--- src/rtl/div_unit.sv ---
// Multi-cycle radix-2 restoring divider for DIV/DIVU.
// Operates on operand magnitudes; signs are applied to quotient and remainder once the last iteration is done.
module div_unit #(
  parameter int WIDTH = 32
) (
  input  logic                 clk,
  input  logic                 rst,
  input  logic                 signed_div_i,
  input  logic [WIDTH-1:0]     opdata1_i,
  input  logic [WIDTH-1:0]     opdata2_i,
  input  logic                 start_i,
  input  logic                 annul_i,
  output logic [2*WIDTH-1:0]   result_o,
  output logic                 ready_o
);

  localparam int CNT_W = $clog2(WIDTH + 1);

  typedef enum logic [1:0] {S_FREE, S_BYZERO, S_ON, S_END} state_t;

  state_t             state, state_nx;
  logic [CNT_W-1:0]   cnt;
  logic [WIDTH-1:0]   rem, quo, dvs;
  logic               neg_q, neg_r;
  logic [WIDTH:0]     trial;
  logic               start_ok, dvs_zero, last_iter;

  // Two's-complement negate when requested; the most-negative value maps to 2^(W-1) unsigned.
  function automatic logic [WIDTH-1:0] cond_neg(input logic [WIDTH-1:0] v, input logic neg);
    return neg ? (~v + 1'b1) : v;
  endfunction

  assign start_ok  = start_i && !annul_i;
  assign dvs_zero  = (opdata2_i == '0);
  assign last_iter = (cnt == CNT_W'(WIDTH));
  assign trial     = {rem, quo[WIDTH-1]} - {1'b0, dvs};

  always_ff @(posedge clk) begin
    if (rst) state <= S_FREE;
    else     state <= state_nx;
  end

  always_comb begin
    state_nx = state;
    case (state)
      S_FREE:   if (start_ok) state_nx = dvs_zero ? S_BYZERO : S_ON;
      S_BYZERO: state_nx = S_END;
      S_ON: begin
        if (annul_i)        state_nx = S_FREE;
        else if (last_iter) state_nx = S_END;
      end
      S_END:    if (!start_i) state_nx = S_FREE;
      default:  state_nx = S_FREE;
    endcase
  end

  // Datapath: operand capture, one restoring step per edge, then sign fix into the result register.
  always_ff @(posedge clk) begin
    if (rst) begin
      ready_o  <= 1'b0;
      result_o <= '0;
      cnt      <= '0;
      rem      <= '0;
      quo      <= '0;
      dvs      <= '0;
      neg_q    <= 1'b0;
      neg_r    <= 1'b0;
    end else begin
      case (state)
        S_FREE: begin
          ready_o  <= 1'b0;
          result_o <= '0;
          if (start_ok && !dvs_zero) begin
            neg_r <= signed_div_i && opdata1_i[WIDTH-1];
            neg_q <= signed_div_i && (opdata1_i[WIDTH-1] ^ opdata2_i[WIDTH-1]);
            quo   <= cond_neg(opdata1_i, signed_div_i && opdata1_i[WIDTH-1]);
            dvs   <= cond_neg(opdata2_i, signed_div_i && opdata2_i[WIDTH-1]);
            rem   <= '0;
            cnt   <= '0;
          end
        end
        S_BYZERO: begin
          ready_o  <= 1'b0;
          result_o <= '0;
        end
        S_ON: begin
          if (annul_i) begin
            ready_o  <= 1'b0;
            result_o <= '0;
          end else if (!last_iter) begin
            if (trial[WIDTH]) begin
              rem <= {rem[WIDTH-2:0], quo[WIDTH-1]};
              quo <= {quo[WIDTH-2:0], 1'b0};
            end else begin
              rem <= trial[WIDTH-1:0];
              quo <= {quo[WIDTH-2:0], 1'b1};
            end
            cnt <= cnt + 1'b1;
          end else begin
            result_o <= {cond_neg(rem, neg_r), cond_neg(quo, neg_q)};
            ready_o  <= 1'b1;
          end
        end
        S_END: begin
          // The divide-by-zero path arrives here with ready low; it rises one edge later.
          if (start_i) begin
            ready_o <= 1'b1;
          end else begin
            ready_o  <= 1'b0;
            result_o <= '0;
          end
        end
        default: begin
          ready_o  <= 1'b0;
          result_o <= '0;
        end
      endcase
    end
  end

endmodule
--- config.mk ---
export PLATFORM = sky130hd
export DESIGN_NAME = div_unit
export DESIGN_NICKNAME = d
export VERILOG_FILES = /design/src/rtl/div_unit.sv
export SDC_FILE = /design/constraint.sdc
export NUM_CORES = 1
export LEC_CHECK = 0
export CAP_MARGIN = 20
export CORE_ASPECT_RATIO = 1.75
export CORE_MARGIN = 2
export CORE_UTILIZATION = 40
export DETAILED_ROUTE_END_ITERATION = 16
export PLACE_DENSITY = 0.59
export SLEW_MARGIN = 10
export SYNTH_ARGS = -nofsm -noshare
export SYNTH_HDL_FRONTEND = slang
export SYNTH_SLANG_ARGS = --single-unit
--- constraint.sdc ---
create_clock -name clk -period 3.5 [get_ports clk]
set_input_delay 0.7 -clock clk [delete_from_list [all_inputs] [get_ports clk]]
set_output_delay 0.7 -clock clk [all_outputs]
set_load 0.005 [all_outputs]
==> summary.txt, run 1 <==
Drt
  • # DRC: 0
  • Routed Antenna Nets: 0
  • Final wirelength: 38,100 µm
  • Vias: 10.8k
  • Number of DRC violations after detailed-routing iteration 0: 484
  • Post-detailed-route wirelength per cell: 20.1 µm
  • Drt pass-1 iters: 5
  • Vias/cell: 5.72

Global routing
  • Initial antenna violation count: 0
  • Number of global-route vias before repair: 11.0k
  • Total routing usage reported by global routing: 27.1%
  • Grt total ovfl: 0
  • Largest net degree at the start of global routing: 52
  • Global-route wire length before repair: 59,100 µm

Timing
  • Slew headroom: 54.0%
  • Tmin final: 3290 ps
  • Worst Skew: 11.2 ps
  • Endpoints failing setup: 0
  • Final Hold Vio Count: 0
  • Worst Max-Slew Pin Slew: 673 ps
  • Slew Viols, Final: 0
  • Fmax: 304 MHz
  • Final Cycle Share: 94.0%
  • RSZ-0062 raised after global routing: false

Logic synthesis
  • Yosys cell types: 71
  • Seq cells post-synth: 171
  • Mapped Area: 10,900 µm²
  • Synth warn: 0
  • Post-synthesis net count: 1,489
  • Top_reg_cell synth: dfxtp_1
  • FFs w/ async S/R, synth: 0%
  • Syn avg cell area: 7.86 µm²
  • Sequential fraction of the synthesis area: 31.5%
  • Synth area leader: dfxtp_1
  • Mapped Cells: 1,381
  • Yosys top cell area share: 31.5%
  • Number of synthesized flops with an enable pin: 0
  • Ranking of synthesized cells by area: dfxtp_1 (32%), xnor2_1 (7.4%), nand2_1 (5.1%)

Power
  • Seq pwr share: 41.3%
  • PwrDens: 366 nW/µm²
  • Comb power frac: 21.7%
  • Clock share of power: 37.0%
  • Pint: 3.42 mW
  • Peak supply drop: 0.411 mV
  • Net switching power: 1.60 mW
  • Switch share: 31.9%
  • Pleak: 5.18 nW

Setup path
  • Worst path arrival time: 3640 ps
  • CP Max Fanout: 15
  • Worst setup path class: reg -> reg
  • CP Capture Type: flop
  • Crit-path slowest cell: fa_1
  • CP Launch Type: flop
  • Peak per-stage delay on the critical path: 400 ps
  • CP Cell Sequence: inv_1, ha_1, fa_1, nand2b_1, a21o_1, a31o_2, a211oi_1, buf_4, o2111ai_1, a211o_1, buf_12, mux2i_1, a22o_1
  • Critical Path RT: 3850 ps

Placed design
  • Final Wtd Congestion: 0.973
  • Placed cell area: 13,100 µm²
  • Hpwl dp: 30,500 µm
  • PortBufs: 133
  • Placed insts: 1,860

CTS
  • Later-pin clock latency in the skew report: 450 ps
  • H-Tree Depth: 4
  • Clk root buf: clkbuf_16
  • Clock slew seen by the registers of the worst setup and hold paths: 80 ps
  • CTS Hold Bufs: 0
  • Total clock sinks: 171
  • Num CTS Buffers: 17
  • CTS tree: yes
  • Clk buf depth: 2

Outcome
  • Status: finished, final reports clean

Layout
  • P&R area growth vs syn: 26.3%
  • Antenna cells: 0
  • Fill cell count: 2,650
  • Nets: 1,663
  • Share of layout cells above drive strength 1: 9.95%
  • Non-Filler Instances: 1,892
  • Finished Cell Area: 13,700 µm²

Die
  • Starting Density: 40.7%
  • I/O pin count: 134
  • Core Box Area: 26,700 µm²
  • Die height: 222 µm
  • Die Wd: 129 µm
  • Rows: 79
  • Full die area: 28,500 µm²

Min path
  • HP Class: reg -> reg

Flow run
  • MaxCap Viol Count: 0
## cell type report
cell class	instances	area, µm²	area share, %
inverter	48	180	1.31
clock inverter	15	150	1.10
clock buffer	17	425	3.10
timing repair buffer	235	2180	15.9
multi-input combinational	1082	6940	50.6
sequential	171	3420	25.0
tap	324	405	2.96
## repair_timing
action | in CTS | in global routing
endpoints found under the hold margin | 0 | 0
gates resized for setup | 0 | 1
setup buffers | 0 | 0
endpoints found under the setup margin | 0 | 1
## registers in the layout, summed over array words and instances, names as in the netlist, 2 cells and up
| register | count |
|---|---|
| result_o | 64 |
| dvs | 32 |
| quo | 32 |
| rem | 32 |
| cnt | 6 |
| state | 2 |
## power groups by stage
stage	combinational (mW)	clock, mW	sequential (mW)
final	1.09	1.86	2.07
after global routing	1.19	1.98	2.08
after CTS	1.09	1.89	2.07
after detailed placement	1.08	0	2.12
after global placement	1.07	0	2.12
after floorplan	0.688	0	2.08
## stage by stage
stage	hold slack, ps	setup slack, ps	setup TNS, ps	util [%]	power, mW
3_3_place_gp	442	-31.8	-31.8	49.2	3.19
5_1_grt	477	28.9	0	51.4	5.24
3_5_place_dp	447	-3.49	-3.49	49.2	3.20
6_report	453	210	0	51.4	5.02
4_1_cts	455	213	0	51.4	5.05
2_1_floorplan	432	520	0	-	2.77
## Yosys cell counts, types with 4 or more instances
master / number
nand4_1: 8
xnor2_1: 92
nand2b_1: 13
o31ai_1: 24
o21ai_0: 79
o21a_1: 8
or4_1: 17
nor3_1: 34
a311oi_1: 4
a21o_1: 9
inv_1: 48
a221oi_1: 14
o41ai_1: 14
dfxtp_1: 171
clkbuf_1: 64
xor2_1: 54
nand3_1: 37
a22oi_1: 50
nor4_1: 14
and2_1: 11
ha_1: 38
and3_1: 5
mux2i_1: 30
a21oi_1: 102
o211ai_1: 6
a22o_1: 15
a31oi_1: 7
nand2_1: 148
a211oi_1: 31
or3_1: 19
buf_2: 11
nor2_1: 143
## cell families (layout without fill, tap and decap cells)
family / after synthesis / after routing / synth area share (%)
buffers and inverters: 128 / 315 / 4.66
AO/OA/AOI/OAI: 394 / 394 / 24.1
flip-flops: 171 / 171 / 31.5
multiplexers: 30 / 30 / 2.77
adder cells (fa/ha/maj): 39 / 39 / 4.56
XOR/XNOR: 146 / 146 / 11.8
AND/OR/NAND/NOR: 473 / 473 / 20.6
## critical path: cells and delay by family, from the launching register on
| family | cells | cell delay [ps] |
|---|---|---|
| DFF | 1 | 330 |
| AOI/OAI and AO/OA | 6 | 1480 |
| and+or+nand+nor | 1 | 180 |
| buffers and inverters | 3 | 440 |
| muxes | 1 | 120 |
| adders and majority gates | 2 | 610 |
## final timing paths
path,start,to,slack (ps),depth (start not counted)
setup / recovery,quo[31],rem[1],210,13
setup reg to reg,quo[31],rem[1],210,13
hold / removal,result_o[2],result_o[2],450,2
hold reg to reg,result_o[2],result_o[2],450,2
## cells in the final DEF (no fill, tap or decap), types with 7 or more instances in the layout
cell	n
nor3_1	34
ha_1	38
clkdlybuf4s50_1	132
o21a_1	8
nor2_1	142
nand3_1	37
xnor2_1	92
inv_8	7
and2_1	11
a211oi_1	31
mux2i_1	30
clkbuf_16	17
dfxtp_1	171
or4_1	17
nor4_1	13
or3_1	19
o21ai_0	79
o41ai_1	14
nand2b_1	13
xor2_1	54
a21oi_1	102
buf_4	96
o31ai_1	24
nand4_1	8
inv_1	48
buf_12	7
a22oi_1	50
a21o_1	9
a22o_1	15
a221oi_1	14
nand2_1	147
## layer usage
layer	wire length, µm	track usage, %
met3	997	3.79
met4	2960	18.8
met5	0	0
met2	21700	54.2
met1	12400	23.8
Note: power is estimated with default switching activity, not from simulation.
==> inputs of run 2 (changes only) <==
- CELL_PAD_IN_SITES_DETAIL_PLACEMENT: not set -> 0
- CELL_PAD_IN_SITES_GLOBAL_PLACEMENT: not set -> 1
- PLACE_DENSITY: 0.59 -> 0.76
==> run 2 against run 1 <==
Compared with the run above: non-clock buffer count shrank 14; worst hold slack improved by 0.90 ps; flip-flop and latch count unchanged; critical path type unchanged; register-to-register slack worse by 20 ps; first-iteration DRC count rose by 24%; utilization fell by 0.36 points; combinational power about the same; largest power group unchanged.
==> summary.txt, run 2 (same netlist as run 1, synthesis figures left out) <==
CTS
  • Num CTS Buffers: 17
  • PostCTS Resize Cnt: 0
  • CTS tree: yes
  • Total clock sinks: 171
  • Clk root buf: clkbuf_16
  • Clk buf depth: 2
  • Postcts setup bufs: 0
  • Clock slew seen by the registers of the worst setup and hold paths: 70 ps
  • H-Tree Depth: 4
  • Later-pin clock latency in the skew report: 440 ps
  • CTS Hold Bufs: 0

Setup path
  • Worst path arrival time: 3650 ps
  • CP Max Fanout: 30
  • CP Cell Sequence: inv_1, ha_1, fa_1, nand2b_1, a21o_1, a31o_2, a211oi_1, buf_4, o2111ai_1, a211o_1, buf_12, mux2i_1, a22o_1
  • Top delay family on crit path: compound AO/OA/AOI/OAI gates
  • CP Capture Type: flop
  • Critical Path RT: 3840 ps
  • WP buf/inv: 3
  • Crit-path slowest cell: fa_1
  • Worst setup path class: reg -> reg
  • Peak per-stage delay on the critical path: 400 ps
  • CP Launch Type: flop

Layout
  • P&R area growth vs syn: 25.4%
  • Commonest non-fill, non-tap cells in the layout: dfxtp_1 (171), nand2_1 (147), nor2_1 (142), clkdlybuf4s50_1 (132), a21oi_1 (102)
  • Share of layout cells above drive strength 1: 9.14%
  • Antenna cells: 0
  • Non-Filler Instances: 1,878
  • Largest register FFs: 64
  • Commonest non-fill, non-tap cell in the layout: dfxtp_1
  • Fill cell count: 2,617
  • Reg with most FFs: result_o
  • Nets: 1,649

Drt
  • Number of DRC violations after detailed-routing iteration 0: 601
  • Final wirelength: 37,600 µm
  • Post-detailed-route wirelength per cell: 20.0 µm
  • # DRC: 0
  • DR WL met3: 992 µm
  • Vias: 10.7k
  • DRT met1 WL: 12,400 µm
  • Vias/cell: 5.70
  • Routed Antenna Nets: 0
  • Top sig layer: met4
  • Drt pass-1 iters: 6
  • Wire length on met2: 20,400 µm

Power
  • Final Total Pwr: 5.13 mW
  • PwrDens: 377 nW/µm²
  • Pleak: 5.13 nW
  • Peak supply drop: 0.351 mV

Global routing
  • Total routing usage reported by global routing: 26.6%
  • Initial antenna violation count: 0
  • Number of global-route vias before repair: 10.7k
  • Largest net degree at the start of global routing: 60
  • Global-route wire length before repair: 58,000 µm
  • Grt total ovfl: 0

Die
  • Die Wd: 129 µm
  • Starting Density: 40.7%
  • Core Box Area: 26,700 µm²
  • Full die area: 28,500 µm²
  • Die height: 222 µm
  • I/O pin count: 134
  • Rows: 79

Timing
  • Worst Max-Slew Pin Slew: 684 ps
  • Setup slack after layout: 190 ps
  • Fin Hold WS: 454 ps
  • Worst Skew: 7.67 ps
  • Endpoints failing setup: 0
  • Slew headroom: 54.0%
  • Fmax: 302 MHz
  • RSZ-0062 raised after global routing: false
  • Setup TNS: 0 ps
  • Slew Viols, Final: 0
  • Final Cycle Share: 94.6%
  • Tmin final: 3310 ps
  • Final Hold Vio Count: 0

Placed design
  • Final Wtd Congestion: 0.963
  • Post-Place Worst Slack: 26.0 ps
  • Hpwl dp: 29,800 µm
  • PortBufs: 133
  • Placed insts: 1,846

Outcome
  • Status: finished, final reports clean

Flow run
  • MaxCap Viol Count: 0

Min path
  • HP Class: reg -> reg
## run 2: cell types whose count changed in the layout (fill, tap and decap cells not counted), moves of 2 or more
cell       change
buf_12         -2
buf_4         -12
bufinv_16      +2
inv_8          -4
inv_6          +3
## run 2: metal layers
metal / global-route usage [%] / vias to the layer above
met5: 0 / -
met4: 22.7 / 0
li1: - / 5306
met3: 4.01 / 125
met2: 50.7 / 257
met1: 23.5 / 5012
## run 2: path summary, 6_finish.rpt
path	slack [ps]	cells past startpoint	from	endpoint
min	450	2	result_o[23]	result_o[23]
max reg2reg	190	13	quo[31]	rem[0]
max	190	13	quo[31]	rem[0]
min reg2reg	450	2	result_o[23]	result_o[23]
## run 2: metrics by stage
step / util (%) / instance area [µm²]
finish: 51.0 / 13600
CTS: 51.0 / 13600
detailed placement: 48.7 / 13000
floorplan: - / 10900
global placement: 48.7 / 13000
global route: 51.0 / 13600
## run 2: final cells by class
| class | instances | area (µm²) | share of cell area, % |
|---|---|---|---|
| clock inverter | 14 | 171 | 1.26 |
| inverter | 48 | 180 | 1.32 |
| sequential | 171 | 3420 | 25.1 |
| timing repair buffer | 221 | 2050 | 15.1 |
| multi-input combinational | 1082 | 6940 | 51.0 |
| clock buffer | 18 | 439 | 3.23 |
| tap | 324 | 405 | 2.98 |
## run 2: worst reg2reg max path, stage by stage, from the launching register on
cell	delay, ps
dfxtp_1	360
inv_1	70
ha_1	230
fa_1	400
nand2b_1	180
a21o_1	200
a31o_2	240
a211oi_1	250
buf_4	190
o2111ai_1	160
a211o_1	350
buf_12	200
mux2i_1	190
a22o_1	190
## run 2: power by group
| part | internal (mW) | switching, mW | leakage, nW |
|---|---|---|---|
| clock | 1.10 | 0.882 | 0.298 |
| combinational | 0.458 | 0.620 | 3.44 |
| sequential | 2.00 | 0.0681 | 1.39 |
| total | 3.56 | 1.57 | 5.13 |
